<file path="src/rtl/iir_coeff_sched.sv">
// iir_coeff_sched: shadow/active coefficient banks with drain-then-swap gating of the IIR core's input stream.
// Stream paths are zero-latency; a commit completes no earlier than 2 cycles after request. IIR_COEFF_SCHED_READBACK_EN adds a registered bank readback port.
// Upstream is blocked while draining/swapping or when MAX_INFLIGHT samples are inside the core; downstream backpressure passes straight to the core.
module iir_coeff_sched #(
  parameter int INPUT_TAPS   = 3,
  parameter int OUTPUT_TAPS  = 2,
  parameter int DATA_WIDTH   = 24,
  parameter int COEFF_WIDTH  = 18,
  parameter int MAX_INFLIGHT = 2,
  localparam int NTAPS       = INPUT_TAPS + OUTPUT_TAPS,
  localparam int ADDR_WIDTH  = (NTAPS > 1) ? $clog2(NTAPS) : 1
) (
  input  logic                                    clk_i,
  input  logic                                    rst_i,
  input  logic                                    cfg_we_i,
  input  logic [ADDR_WIDTH-1:0]                   cfg_addr_i,
  input  logic [COEFF_WIDTH-1:0]                  cfg_data_i,
  output logic                                    cfg_ready_o,
  input  logic                                    cfg_commit_i,
  output logic                                    cfg_done_o,
  output logic                                    cfg_err_o,
`ifdef IIR_COEFF_SCHED_READBACK_EN
  input  logic                                    cfg_rd_sel_i,
  output logic [COEFF_WIDTH-1:0]                  cfg_rdata_o,
`endif
  input  logic [DATA_WIDTH-1:0]                   s_data_i,
  input  logic                                    s_valid_i,
  output logic                                    s_ready_and_o,
  output logic [DATA_WIDTH-1:0]                   x_o,
  output logic                                    valid_o,
  input  logic                                    ready_and_i,
  input  logic [DATA_WIDTH-1:0]                   y_i,
  input  logic                                    iir_valid_i,
  output logic                                    iir_ready_and_o,
  output logic [DATA_WIDTH-1:0]                   m_data_o,
  output logic                                    m_valid_o,
  input  logic                                    m_ready_and_i,
  output logic [INPUT_TAPS-1:0][COEFF_WIDTH-1:0]  coeff_x_o,
  output logic [OUTPUT_TAPS-1:0][COEFF_WIDTH-1:0] coeff_y_o
);

  localparam int CNT_W = $clog2(MAX_INFLIGHT + 1);
  localparam logic [CNT_W-1:0]    MAX_CNT = CNT_W'(MAX_INFLIGHT);
  localparam logic [ADDR_WIDTH:0] NTAPS_W = (ADDR_WIDTH + 1)'(NTAPS);

  typedef enum logic [1:0] {
    ST_RUN   = 2'd0,
    ST_DRAIN = 2'd1,
    ST_SWAP  = 2'd2
  } state_t;

  state_t state_q, state_nxt;

  logic [NTAPS-1:0][COEFF_WIDTH-1:0] shadow_q;
  logic [NTAPS-1:0][COEFF_WIDTH-1:0] active_q;
  logic [CNT_W-1:0]                  inflight_q, inflight_nxt;

  logic gate;
  logic accept;
  logic emit;
  logic cfg_wr;
  logic addr_ok;

  assign x_o             = s_data_i;
  assign valid_o         = s_valid_i & gate;
  assign s_ready_and_o   = ready_and_i & gate;
  assign m_data_o        = y_i;
  assign m_valid_o       = iir_valid_i;
  assign iir_ready_and_o = m_ready_and_i;

  assign accept  = valid_o & ready_and_i;
  assign emit    = iir_valid_i & m_ready_and_i;
  assign cfg_wr  = cfg_we_i & cfg_ready_o;
  assign addr_ok = {1'b0, cfg_addr_i} < NTAPS_W;

  // Saturating occupancy count; an emit at zero is a core protocol violation and is held at zero.
  always_comb begin
    inflight_nxt = inflight_q;
    if (accept && !emit) begin
      inflight_nxt = inflight_q + CNT_W'(1);
    end else if (emit && !accept && inflight_q != '0) begin
      inflight_nxt = inflight_q - CNT_W'(1);
    end
  end

  always_ff @(posedge clk_i or negedge rst_i) begin
    if (!rst_i) begin
      inflight_q <= '0;
    end else begin
      inflight_q <= inflight_nxt;
    end
  end

  always_ff @(posedge clk_i or negedge rst_i) begin
    if (!rst_i) begin
      state_q <= ST_RUN;
    end else begin
      state_q <= state_nxt;
    end
  end

  // Leaving DRAIN on the next count lets the swap land the cycle right after the last emit.
  always_comb begin
    state_nxt = state_q;
    case (state_q)
      ST_RUN:   if (cfg_commit_i) state_nxt = ST_DRAIN;
      ST_DRAIN: if (inflight_nxt == '0) state_nxt = ST_SWAP;
      ST_SWAP:  state_nxt = ST_RUN;
      default:  state_nxt = ST_RUN;
    endcase
  end

  always_comb begin
    gate        = (state_q == ST_RUN) && (inflight_q < MAX_CNT);
    cfg_ready_o = (state_q != ST_SWAP);
    cfg_done_o  = (state_q == ST_SWAP);
  end

  always_ff @(posedge clk_i or negedge rst_i) begin
    if (!rst_i) begin
      shadow_q  <= '0;
      cfg_err_o <= 1'b0;
    end else if (cfg_wr) begin
      if (addr_ok) begin
        shadow_q[cfg_addr_i] <= cfg_data_i;
      end else begin
        cfg_err_o <= 1'b1;
      end
    end
  end

  always_ff @(posedge clk_i or negedge rst_i) begin
    if (!rst_i) begin
      active_q <= '0;
    end else if (state_q == ST_SWAP) begin
      active_q <= shadow_q;
    end
  end

  always_comb begin
    coeff_x_o = '0;
    coeff_y_o = '0;
    for (int i = 0; i < INPUT_TAPS; i++) begin
      coeff_x_o[i] = active_q[i];
    end
    for (int j = 0; j < OUTPUT_TAPS; j++) begin
      coeff_y_o[j] = active_q[INPUT_TAPS + j];
    end
  end

`ifdef IIR_COEFF_SCHED_READBACK_EN
  always_ff @(posedge clk_i or negedge rst_i) begin
    if (!rst_i) begin
      cfg_rdata_o <= '0;
    end else if (!addr_ok) begin
      cfg_rdata_o <= '0;
    end else begin
      cfg_rdata_o <= cfg_rd_sel_i ? active_q[cfg_addr_i] : shadow_q[cfg_addr_i];
    end
  end
`endif

  assert property (@(posedge clk_i) disable iff (!rst_i) !(emit && inflight_q == '0));

endmodule

</file>
<file path="config.mk">
export PLATFORM = sky130hd
export DESIGN_NAME = iir_coeff_sched
export DESIGN_NICKNAME = d
export VERILOG_FILES = /design/src/rtl/iir_coeff_sched.sv
export SDC_FILE = /design/constraint.sdc
export NUM_CORES = 1
export LEC_CHECK = 0
export ABC_AREA = 1
export BUFFER_PORTS_ARGS = -buffer_cell sky130_fd_sc_hd__buf_2
export CORE_MARGIN = 2
export CORE_UTILIZATION = 45
export CTS_BUF_LIST = sky130_fd_sc_hd__clkbuf_4
export CTS_CLUSTER_DIAMETER = 40
export CTS_CLUSTER_SIZE = 20
export DETAILED_ROUTE_END_ITERATION = 16
export GPL_TIMING_DRIVEN = 0
export PLACE_DENSITY = 0.71
export REMOVE_ABC_BUFFERS = 1
export SLEW_MARGIN = 20
export SYNTH_ARGS = -nofsm -noshare
export SYNTH_HDL_FRONTEND = slang
export SYNTH_SLANG_ARGS = --single-unit
</file>
<file path="constraint.sdc">
create_clock -name clk_i -period 2.35 [get_ports clk_i]
set_clock_uncertainty 0.1 [all_clocks]
set_input_delay 0.1175 -clock clk_i [delete_from_list [all_inputs] [get_ports clk_i]]
set_output_delay 0.1175 -clock clk_i [all_outputs]
set_load 0.02 [all_outputs]
</file>
==> metrics.txt <==
Critical Path AT around 2.7 ns; Gate Count Post-Synth about 780; Critical Path RT roughly 2.7 ns; Cell Area, Synth around 7500 um2; clk root buf clkbuf_4; CTS tree built; die area about 18000 um2; first-pass GRT wire length between 20000 and 30000 um; Crit Path Max Fanout 36; Die H 133 um; Tot Pwr between 10 and 15 mW; leakage power about 4.6 nW; Placed Cells around 1000; H-Tree Depth 4; drt drc 0; RR Startpoint state_q[1]; Final Hold Viols 0; dpl hpwl 11820 um; failing checks negative setup slack; placed inst area between 7000 and 8000 um2; Final TNS setup -0.1115 ns; die width between 100 and 150 um; CP Launch Point state_q[1]; RSZ-0062 raised after global routing true; number of buffers inserted by port buffering 125; IO Pins around 220; most common cell after layout, fill and taps aside nand2_1; final-report setup violation count 8; Final Wtd Congestion 0.7198; status finished, violations left; final worst slack -0.03618 ns; crit path time final ~2.4 ns; initial antenna violation count 1; drt initial violations about 430; worst slew pin tran about 0.76 ns; Post-Syn Area per Cell 9.613 um2; Netlist cell types 22; final wirelength about 19000 um; pre-CTS setup slack -0.05248 ns; startpoint types flop; row cnt 47; Non-Filler Instances ~1100; antenna-violating nets left 0; max-slew violations 0; crit share post-route 101.5%; CTS Sinks between 150 and 200; fmax approximately 0.42 GHz; Syn-to-layout area delta 12.97%; Ys Warns 0; flops & latches, synth about 190; # nets final ~950; total global-route track usage 22.11%; hold slack final just over 0.04 ns; via count ~5400; Core Footprint between 15000 and 20000 um2; most frequent cells in the layout 371 x nand2_1, 185 x dfrtp_1, 124 x buf_2, 73 x o21ai_1, 28 x dlygate4sd3_1; TritonRoute pass-1 iters 7; Hold Path Class in -> async; pin count of the biggest net entering global routing 100; CTS clk-pin slew, worst paths roughly 0.15 ns; Clock Path Buffers 2; vias in the first global route 4939; max-cap violations 0; Clock Latency Late Sink ~0.55 ns; Starting Density a little under half; Max VDD drop approximately 520 uV; Worst slew margin between 40% and 50%; CTS buffer count 17; Critical Path Sink Type flop; layout cells sized above 1 21.11%; vias per inst 4.850; WS Path Type reg -> reg; global route total overflow 0; Final Cell Area 8459 um2; register area share after synthesis between 60 and 70%; routed len/inst 17.09 um; Power Density approximately 1200 nW/um2; Core Util, Final about half
synthesized netlist by cell type:
cell type    n  area [um2]
o21ai_1     73       365.4
inv_2        1       3.750
buf_6       14       157.7
clkbuf_1     9       33.78
nor2_8       1       20.02
nor2_4       1       11.26
nand4_1      1       6.260
nand2_1    371        1393
buf_2       10       50.05
o21ai_2     17       148.9
dfrtp_1    185        4629
buf_4       51       382.9
a31o_2       1       8.760
nor3_1       1       5.000
nor4_1       1       6.260
nor2_1       3       11.26
nand4_4      5       106.4
o21bai_1     1       7.510
ha_1         1       12.51
inv_1       27       101.4
nand3b_1     1       7.510
nand3_1      4       20.02
registers in the layout, summed over array words and instances, names as in the netlist:
name	count
cfg_err_o	1
state_q	2
coeff_x_o	54
coeff_y_o	36
inflight_q	2
shadow_q	90
cell families (layout without fill, tap and decap cells):
family / after synthesis / after routing / synth area share, %
flops: 185 / 185 / 61.82
simple gates: 389 / 390 / 21.19
fa+ha+maj: 1 / 1 / 0.1671
buf+inv: 112 / 218 / 9.741
compound gates: 92 / 92 / 7.084
other cells: 0 / 1 / 0
report_power, final:
part	switching [mW]	internal (mW)	total (mW)
Clock	1.05	0.541	1.59
Combinational	2.48	1.36	3.84
Sequential	0.666	4.37	5.03
routing by layer:
layer,vias to the layer above,share of wire [%],GRT usage (%)
li1,2574,-,-
met1,2514,43,28.97
met2,244,42,29.56
met3,27,12,13.49
met4,10,1.4,6.989
met5,-,1.3,7.778
path summary, 6_finish.rpt:
check                                 to  cells after the start  slack (ns)
max                         shadow_q[20]                      8       -0.04
min                        coeff_x_o[33]                      2        0.04
max reg2reg                 shadow_q[20]                      8       -0.04
min reg2reg                coeff_x_o[41]                      2        0.38
max in group asynchronous  coeff_x_o[46]                      3        1.22
min in group clk_i          shadow_q[43]                      3        0.10
timing repair:
item,in CTS,in global routing
endpoints found under the hold margin,251,0
setup buffers,1,0
pin swaps,19,5
resized for setup,4,1
hold buffers,28,0
cloned,1,0
endpoints found under the setup margin,62,91
critical path: stages (launching register included):
cell and delay [ns]:
dfrtp_1 0.44, inv_2 0.12, nor2_4 0.06, buf_16 0.17
buf_16 0.17, nor2_8 0.19, nand4_4 0.61, nand2_1 0.27
o21ai_2 0.07
final cells by class:
cell class,instances,area [um2]
Sequential cell,185,4629
Inverter,28,117.6
Clock buffer,19,142.6
Tap cell,220,275.3
Clock inverter,12,102.6
Fill cell,1525,7948
Antenna cell,1,2.502
Multi-Input combinational cell,483,2136
Timing Repair Buffer,159,1054
(Power assumes the default switching activity.)
